**src/rtl/serial_subtractor_pkg.sv**
```systemverilog
// Shared definitions for the bit-serial subtractor: state encoding, default width
// and the bit-counter sizing helper.
package serial_subtractor_pkg;

    localparam int DEFAULT_WIDTH = 8;

    typedef enum logic [1:0] {
        ST_IDLE  = 2'd0,
        ST_SHIFT = 2'd1,
        ST_DONE  = 2'd2
    } state_t;

    // Counter must hold 0..width, since the minuend is one bit wider than the subtrahend.
    function automatic int cnt_width(input int width);
        return $clog2(width + 1);
    endfunction

endpackage

```
**src/rtl/serial_subtractor_full_subtractor.sv**
```systemverilog
// One-bit full subtractor cell: d = a - b - bin, with the borrow-out.
module full_subtractor (
    input  logic a,
    input  logic b,
    input  logic bin,
    output logic d,
    output logic bout
);

    assign d    = a ^ b ^ bin;
    assign bout = (~a & b) | (~(a ^ b) & bin);

endmodule

```
**src/rtl/serial_subtractor_top.sv**
```systemverilog
// Bit-serial subtractor: latches a (WIDTH+1)-bit minuend and a WIDTH-bit subtrahend,
// then produces their difference LSB first, one bit per clock, through a borrow flip-flop.
module serial_subtractor_top
    import serial_subtractor_pkg::*;
#(
    parameter int WIDTH = DEFAULT_WIDTH
) (
    input  logic             clk,
    input  logic             rst,
    input  logic             start,
    input  logic [WIDTH:0]   data_m,
    input  logic [WIDTH-1:0] data_s,
    output logic [WIDTH:0]   difference,
    output logic             borrow,
    output logic             busy,
    output logic             done
);

    localparam int CNT_W = cnt_width(WIDTH);
    localparam logic [CNT_W-1:0] LAST_BIT = CNT_W'(WIDTH);

    state_t           state;
    state_t           state_next;
    logic [WIDTH:0]   a_reg;
    logic [WIDTH:0]   b_reg;
    logic [WIDTH:0]   diff_reg;
    logic             borrow_ff;
    logic [CNT_W-1:0] cnt;
    logic             d_bit;
    logic             bout_bit;

    full_subtractor u_cell (
        .a    (a_reg[0]),
        .b    (b_reg[0]),
        .bin  (borrow_ff),
        .d    (d_bit),
        .bout (bout_bit)
    );

    // NOTE: every branch of a combinational block must assign its outputs; the default
    // at the top keeps the tool from inferring a latch for unlisted cases.
    always_comb begin
        state_next = state;
        case (state)
            ST_IDLE:  if (start) state_next = ST_SHIFT;
            ST_SHIFT: if (cnt == LAST_BIT) state_next = ST_DONE;
            ST_DONE:  state_next = ST_IDLE;
            default:  state_next = ST_IDLE;
        endcase
    end

    // NOTE: sequential state uses non-blocking assignments so all registers update
    // from the same pre-edge values, independent of statement order.
    always_ff @(posedge clk) begin
        if (rst) begin
            state     <= ST_IDLE;
            a_reg     <= '0;
            b_reg     <= '0;
            diff_reg  <= '0;
            borrow_ff <= 1'b0;
            cnt       <= '0;
        end else begin
            state <= state_next;
            case (state)
                ST_IDLE: begin
                    if (start) begin
                        a_reg     <= data_m;
                        b_reg     <= {1'b0, data_s};
                        diff_reg  <= '0;
                        borrow_ff <= 1'b0;
                        cnt       <= '0;
                    end
                end
                ST_SHIFT: begin
                    a_reg     <= {1'b0, a_reg[WIDTH:1]};
                    b_reg     <= {1'b0, b_reg[WIDTH:1]};
                    diff_reg  <= {d_bit, diff_reg[WIDTH:1]};
                    borrow_ff <= bout_bit;
                    cnt       <= cnt + CNT_W'(1);
                end
                default: ;
            endcase
        end
    end

    // The borrow FF only moves during SHIFT, so after the last bit it holds the final borrow.
    assign difference = diff_reg;
    assign borrow     = borrow_ff;
    assign busy       = (state == ST_SHIFT);
    assign done       = (state == ST_DONE);

endmodule

```
**config.mk**
```make
export PLATFORM = sky130hd
export DESIGN_NAME = serial_subtractor_top
export DESIGN_NICKNAME = d
export VERILOG_FILES = /design/src/rtl/serial_subtractor_pkg.sv /design/src/rtl/serial_subtractor_full_subtractor.sv /design/src/rtl/serial_subtractor_top.sv
export SDC_FILE = /design/constraint.sdc
export NUM_CORES = 1
export LEC_CHECK = 0
export CAP_MARGIN = 30
export CELL_PAD_IN_SITES_DETAIL_PLACEMENT = 0
export CELL_PAD_IN_SITES_GLOBAL_PLACEMENT = 1
export CORE_MARGIN = 1
export CORE_UTILIZATION = 33
export DETAILED_ROUTE_END_ITERATION = 12
export PLACE_DENSITY_LB_ADDON = 0.1
export SYNTH_ARGS = -nofsm -noshare
export SYNTH_HDL_FRONTEND = slang
export SYNTH_SLANG_ARGS = --single-unit
```
**constraint.sdc**
```tcl
create_clock -name clk -period 1.1 [get_ports clk]
set_input_delay 0.165 -clock clk [delete_from_list [all_inputs] [get_ports clk]]
set_output_delay 0.165 -clock clk [all_outputs]
set_load 0.05 [all_outputs]
```
==> flow_summary.yaml, run 1 <==
floorplanning:
  die_y_um: 68.0
  core_mm2: 0.00409
  start_util_pct: 35.2
  num_rows: 23
  dieArea_mm2: 0.00462
  io_pins: 32
  die_w_um: 68.0
min_path:
  min_from: "data_m[5]"
  hold_class: "primary input to flip-flop"
  hold_depth: 3
  min_to: "a_reg[5]"
worst_setup_path:
  path_max_fanout: 5
  cpMostUsedCell: "buf_6"
  cp_top_family: "buffers and inverters"
  critPathKind: "flip-flop to output pin"
  required_ps: 940
  r2r_end: "b_reg[7]"
  crit_path_top_delay_cell: "dfxtp_2"
  reg2reg_slack_ps: -110
  crit_path_start_kind: "flip-flop"
  path_cells: "buf_6 > buf_6 > nor2b_4 > buf_12"
  worstSetupEndpointType: "output pin"
  path_buf_inv: 3
  arrival_ps: 1080
  reg2reg_from: "state[1]"
  cpPeakStageDelay_ps: 330
  reg2regPathDepth: 6
sta:
  fin_crit_sh_pct: 114
  clock_skew_ps: 3.32
  layout_setup_ws_ps: -150
  drv_slew: 0
  finalCriticalPeriod_ps: 1250
  finalSetupViolations: 34
  max-slew-margin-rel_pct: 75.8
  rsz0062_at_grt: "yes"
  final_hold_viol_count: 0
  worstMarginPinSlew_ps: 362
  fmax_mhz: 800
logic_synthesis:
  ys_types: 27
  netlist_instances: 170
  synth_area_mm2: 0.00144
  yosys.area.top_type: "dfxtp_1"
  netlist_top_cells_area: "dfxtp_1 46%, nor2_1 7.6%, a21oi_1 5.9%"
  synth_edf_count: 0
  syn_nets: 193
  synth_top_area_share_pct: 46.0
  synthArstFlopShare_pct: 0
  synth_seq_cells: 33
  seq_area_frac_synth_pct: 46.0
  synth.avg_cell_area_um2: 8.45
  synth_flop_cell: "dfxtp_1"
  yosys_warnings: 0
pwr:
  peakVddDrop_v: 0.000567
  power_frac_clock_pct: 32.9
  p_comb_share_pct: 20.6
  switching_power_w: 0.000727
  finalPower_w: 0.00281
  intPower_w: 0.00208
  power_frac_seq_pct: 46.5
  p_leak_nw: 0.915
  power_density_mw_per_mm2: 1160
  swShare_pct: 25.9
route:
  drt_iter0_drc: 63
  ant_nets: 0
  wl_per_cell_um: 13.6
  vias_per_cell: 5.04
  drc: 0
  vias: 1366
  wl_um: 3680
  drt-pass1-iter-count: 4
cts:
  cts_tree: "done"
  cts-root-buf: "clkbuf_8"
  clk_transition_reported_paths_ps: 70
  worstSkewPairLatency_ps: 280
  cts_buffer_depth: 2
  cts_hold_buf: 0
  cts_buffers: 5
  clock_sinks: 33
  htree_levels: 2
status:
  status: "finished, violations left"
  violations: "setup timing"
global_route:
  grt_pass1_vias: 1433
  grt_max_degree: 24
  grt_first_pass_wirelength_um: 6360
  antenna_found_initial: 0
  track_usage_pct: 18.4
  grt_overflow_total: 0
finish:
  antenna_cells: 0
  num-nets-final: 243
  seq_area_um2: 671
  fin_util_pct: 59.2
  layoutNonFillerInstCount: 271
  drive_above_1_share_pct: 39.4
  multiInputGateArea_um2: 871
  synthToLayoutAreaGrowth_pct: 68.4
  fill_cells: 345
  fin_area_mm2: 0.00242
placement:
  portBuffers: 31
  placed_area_mm2: 0.00205
  hpwl_um: 2430
  routabilityCongestion: 0.742
  place_inst: 255
job:
  cap_violations: 0
## cells by family after synthesis
family	share of synthesized area, %
simple gates	25.1
compound gates	20.4
buf+inv	5.40
fa+ha+maj	3.14
flops	46.0
## worst max path at each step
stage               startpoint            end  slack (ps)  depth (start not counted)
finish                state[1]           done        -150                          4
global route          state[1]           done        -200                          4
CTS                   state[1]           done        -160                          4
detailed placement       start       a_reg[3]        -530                          5
global placement         start       b_reg[0]        -500                          4
floorplan               borrow  difference[8]         -90                          3
## metal layers
| metal | GRT usage [%] | routed length [um] | vias up |
|---|---|---|---|
| met3 | 4.50 | 171 | 4 |
| met1 | 21.6 | 1620 | 649 |
| met2 | 32.0 | 1850 | 25 |
| li1 | - | - | 688 |
| met5 | 0 | 0 | - |
| met4 | 7.03 | 42 | 0 |
## synthesized netlist by cell type (3+ instances only)
cell / n
nand2_1: 12
buf_2: 8
nand3_1: 3
dfxtp_1: 33
inv_1: 3
nor2_1: 29
clkbuf_1: 5
nor3_1: 6
a211oi_1: 11
nand2b_1: 9
a21oi_1: 17
a22oi_1: 10
or3b_1: 7
## cell type report
class	instances	area share, %
Clock buffer	8	3.72
Inverter	4	0.828
Multi-Input combinational cell	119	36.0
Sequential cell	33	27.7
Tap cell	50	2.59
Timing Repair Buffer	57	29.1
## power groups by stage
| stage | clock network (W) | logic, W | registers [W] |
|---|---|---|---|
| floorplan | 0 | 0.000242 | 0.00133 |
| global placement | 0 | 0.000457 | 0.00133 |
| detailed placement | 0 | 0.000467 | 0.00133 |
| CTS | 0.000952 | 0.000521 | 0.00130 |
| global route | 0.00100 | 0.000629 | 0.00132 |
| finish | 0.000924 | 0.000579 | 0.00131 |
## through the flow
| step | worst slack (ps) | hold slack [ps] | setup TNS [ps] |
|---|---|---|---|
| finish | -150 | 438 | -1940 |
| global route | -202 | 438 | -3870 |
| CTS | -158 | 428 | -2000 |
| detailed placement | -526 | 478 | -14010 |
| global placement | -501 | 471 | -12590 |
| floorplan | -88.5 | 306 | -151 |
## worst register-to-register path, cell delays in order, from the launching register on
cell	delay (ps)
dfxtp_2	320
buf_6	120
buf_6	110
buf_4	140
nand3b_1	150
a21o_1	190
a21oi_2	110
## repair_timing
item,CTS,global route
gates resized for setup,24,29
endpoints found under the setup margin,34,35
setup buffers,7,1
pin swaps,8,7
## placed cells by master, fill, tap and decap left out, types with 4 or more instances in the layout
cell             netlist  final
a211oi_2               0      4
nor2_1                29     27
a21oi_2                0     10
buf_4                  0     16
dfxtp_1               33     29
a22oi_2                0     10
a21oi_1               17      7
nand2_1               12     12
buf_12                 0     16
or3b_1                 7      4
clkbuf_8               0      6
nor3_1                 6      4
buf_6                  0      4
clkdlybuf4s50_1        0     18
a211oi_1              11      7
nand2b_1               9      8
(Power assumes the default switching activity.)
==> run 2, diff against run 1 <==
--- a/config.mk
+++ b/config.mk
@@ -8,7 +8,6 @@
 export CAP_MARGIN = 30
 export CELL_PAD_IN_SITES_DETAIL_PLACEMENT = 0
 export CELL_PAD_IN_SITES_GLOBAL_PLACEMENT = 1
-export CORE_MARGIN = 1
 export CORE_UTILIZATION = 33
 export DETAILED_ROUTE_END_ITERATION = 12
 export PLACE_DENSITY_LB_ADDON = 0.1
==> results of run 2 <==
Same layout as run 1: the final DEF is identical, and so are final timing and power.
==> run 3, diff against run 2 <==
--- a/config.mk
+++ b/config.mk
@@ -11,6 +11,7 @@
 export CORE_UTILIZATION = 33
 export DETAILED_ROUTE_END_ITERATION = 12
 export PLACE_DENSITY_LB_ADDON = 0.1
+export RECOVER_POWER = 50
 export SYNTH_ARGS = -nofsm -noshare
 export SYNTH_HDL_FRONTEND = slang
 export SYNTH_SLANG_ARGS = --single-unit
==> flow_summary.yaml, run 3 (synthesized netlist as in run 1, its figures left out) <==
finish:
  drive_above_1_share_pct: 39.4
  antenna_cells: 0
  layoutNonFillerInstCount: 271
  num-nets-final: 243
  layout_commonest_cell: "dfxtp_1"
  synthToLayoutAreaGrowth_pct: 67.5
  fill_cells: 347
  final_cell_mix: "29 x dfxtp_1, 27 x nor2_1, 18 x clkdlybuf4s50_1, 16 x buf_4, 15 x buf_12"
placement:
  place_inst: 255
  portBuffers: 31
  hpwl_um: 2430
  routabilityCongestion: 0.742
route:
  wl_met1_um: 1620
  top_layer: "met4"
  drt-pass1-iter-count: 4
  vias_per_cell: 5.04
  wl_per_cell_um: 13.6
  wl_met3_um: 170
  vias: 1366
  drt_iter0_drc: 63
  ant_nets: 0
  drc: 0
  wl_um: 3680
  wl_met2_um: 1850
floorplanning:
  start_util_pct: 35.2
  io_pins: 32
  core_mm2: 0.00409
  dieArea_mm2: 0.00462
  die_y_um: 68.0
  num_rows: 23
  die_w_um: 68.0
worst_setup_path:
  crit_path_start_kind: "flip-flop"
  path_max_fanout: 5
  cpMostUsedCell: "buf_6"
  required_ps: 940
  arrival_ps: 1080
  critPathKind: "flip-flop to output pin"
  crit_path_top_delay_cell: "dfxtp_2"
  reg2reg_from: "state[1]"
  r2r_end: "b_reg[7]"
  cpPeakStageDelay_ps: 330
  worstSetupEndpointType: "output pin"
  reg2regPathDepth: 6
  path_cells: "buf_6 > buf_6 > nor2b_4 > buf_12"
  reg2reg_slack_ps: -110
sta:
  finalSetupViolations: 34
  fin_crit_sh_pct: 114
  fmax_mhz: 800
  max-slew-margin-rel_pct: 75.8
  drv_slew: 0
  clock_skew_ps: 3.32
  worstMarginPinSlew_ps: 362
  rsz0062_at_grt: "yes"
  final_hold_viol_count: 0
  layout_setup_ws_ps: -150
  finalCriticalPeriod_ps: 1250
global_route:
  antenna_found_initial: 0
  track_usage_pct: 18.4
  grt_max_degree: 24
  grt_first_pass_wirelength_um: 6360
  grt_pass1_vias: 1433
  grt_overflow_total: 0
cts:
  cts_tree: "done"
  cts_hold_buf: 0
  clock_sinks: 33
  cts_buffers: 5
  cts_buffer_depth: 2
  worstSkewPairLatency_ps: 280
  htree_levels: 2
  cts-root-buf: "clkbuf_8"
  clk_transition_reported_paths_ps: 70
min_path:
  min_to: "a_reg[5]"
  hold_class: "primary input to flip-flop"
  hold_depth: 3
  min_from: "data_m[5]"
pwr:
  peakVddDrop_v: 0.000567
  p_leak_nw: 0.911
  power_density_mw_per_mm2: 1170
  finalPower_w: 0.00281
status:
  status: "finished, violations left"
  violations: "setup timing"
job:
  cap_violations: 0
run 3: cell count changes in the layout (fill, tap and decap cells not counted):
cell | previous run | this run
buf_12 | 16 | 15
clkbuf_4 | 0 | 1
run 3: through the flow:
stage | setup slack (ps) | setup TNS (ps) | instance area (um^2) | utilization, % | hold slack (ps)
2_1_floorplan | -88.5 | -151 | 1460 | - | 306
3_3_place_gp | -501 | -12590 | 2050 | 50.3 | 471
3_5_place_dp | -526 | -14010 | 2050 | 50.3 | 478
4_1_cts | -158 | -2000 | 2280 | 55.9 | 428
5_1_grt | -202 | -3870 | 2410 | 58.9 | 438
6_report | -150 | -1940 | 2410 | 58.9 | 438
run 3: power by group:
group,internal (W),leakage [nW],switching (W)
registers,0.00126,0.273,0.0000477
clock network,0.000510,0.0455,0.000414
logic,0.000314,0.593,0.000265
run 3: critical path: cells and delay by family, from the launching register on:
kind | cells | cell delay [ps]
buffers and inverters | 3 | 340
flip-flops | 1 | 330
AND/OR/NAND/NOR | 1 | 140
run 3: cell type report:
cell class	count	area, um^2	area share [%]
Timing Repair Buffer	57	692	28.8
Inverter	4	20.0	0.832
Multi-Input combinational cell	119	871	36.2
Tap cell	50	62.6	2.60
Clock buffer	8	90.1	3.74
Sequential cell	33	671	27.9
run 3: how the worst max path moves through the flow:
| stage | startpoint | endpoint |
|---|---|---|
| finish | state[1] | done |
| global route | state[1] | done |
| CTS | state[1] | done |
| detailed placement | start | a_reg[3] |
| global placement | start | b_reg[0] |
| floorplan | borrow | difference[8] |
run 3: per-layer routing:
layer  vias to the layer above  track usage [%]
met2                        25             32.0
met5                         -                0
met3                         4             4.50
met1                       649             21.6
li1                        688                -
met4                         0             7.03
run 3: repair_timing:
item / in CTS / in global routing
gates resized for setup: 24 / 29
setup endpoints to repair: 34 / 35
pin swaps: 8 / 7
setup buffers: 7 / 1
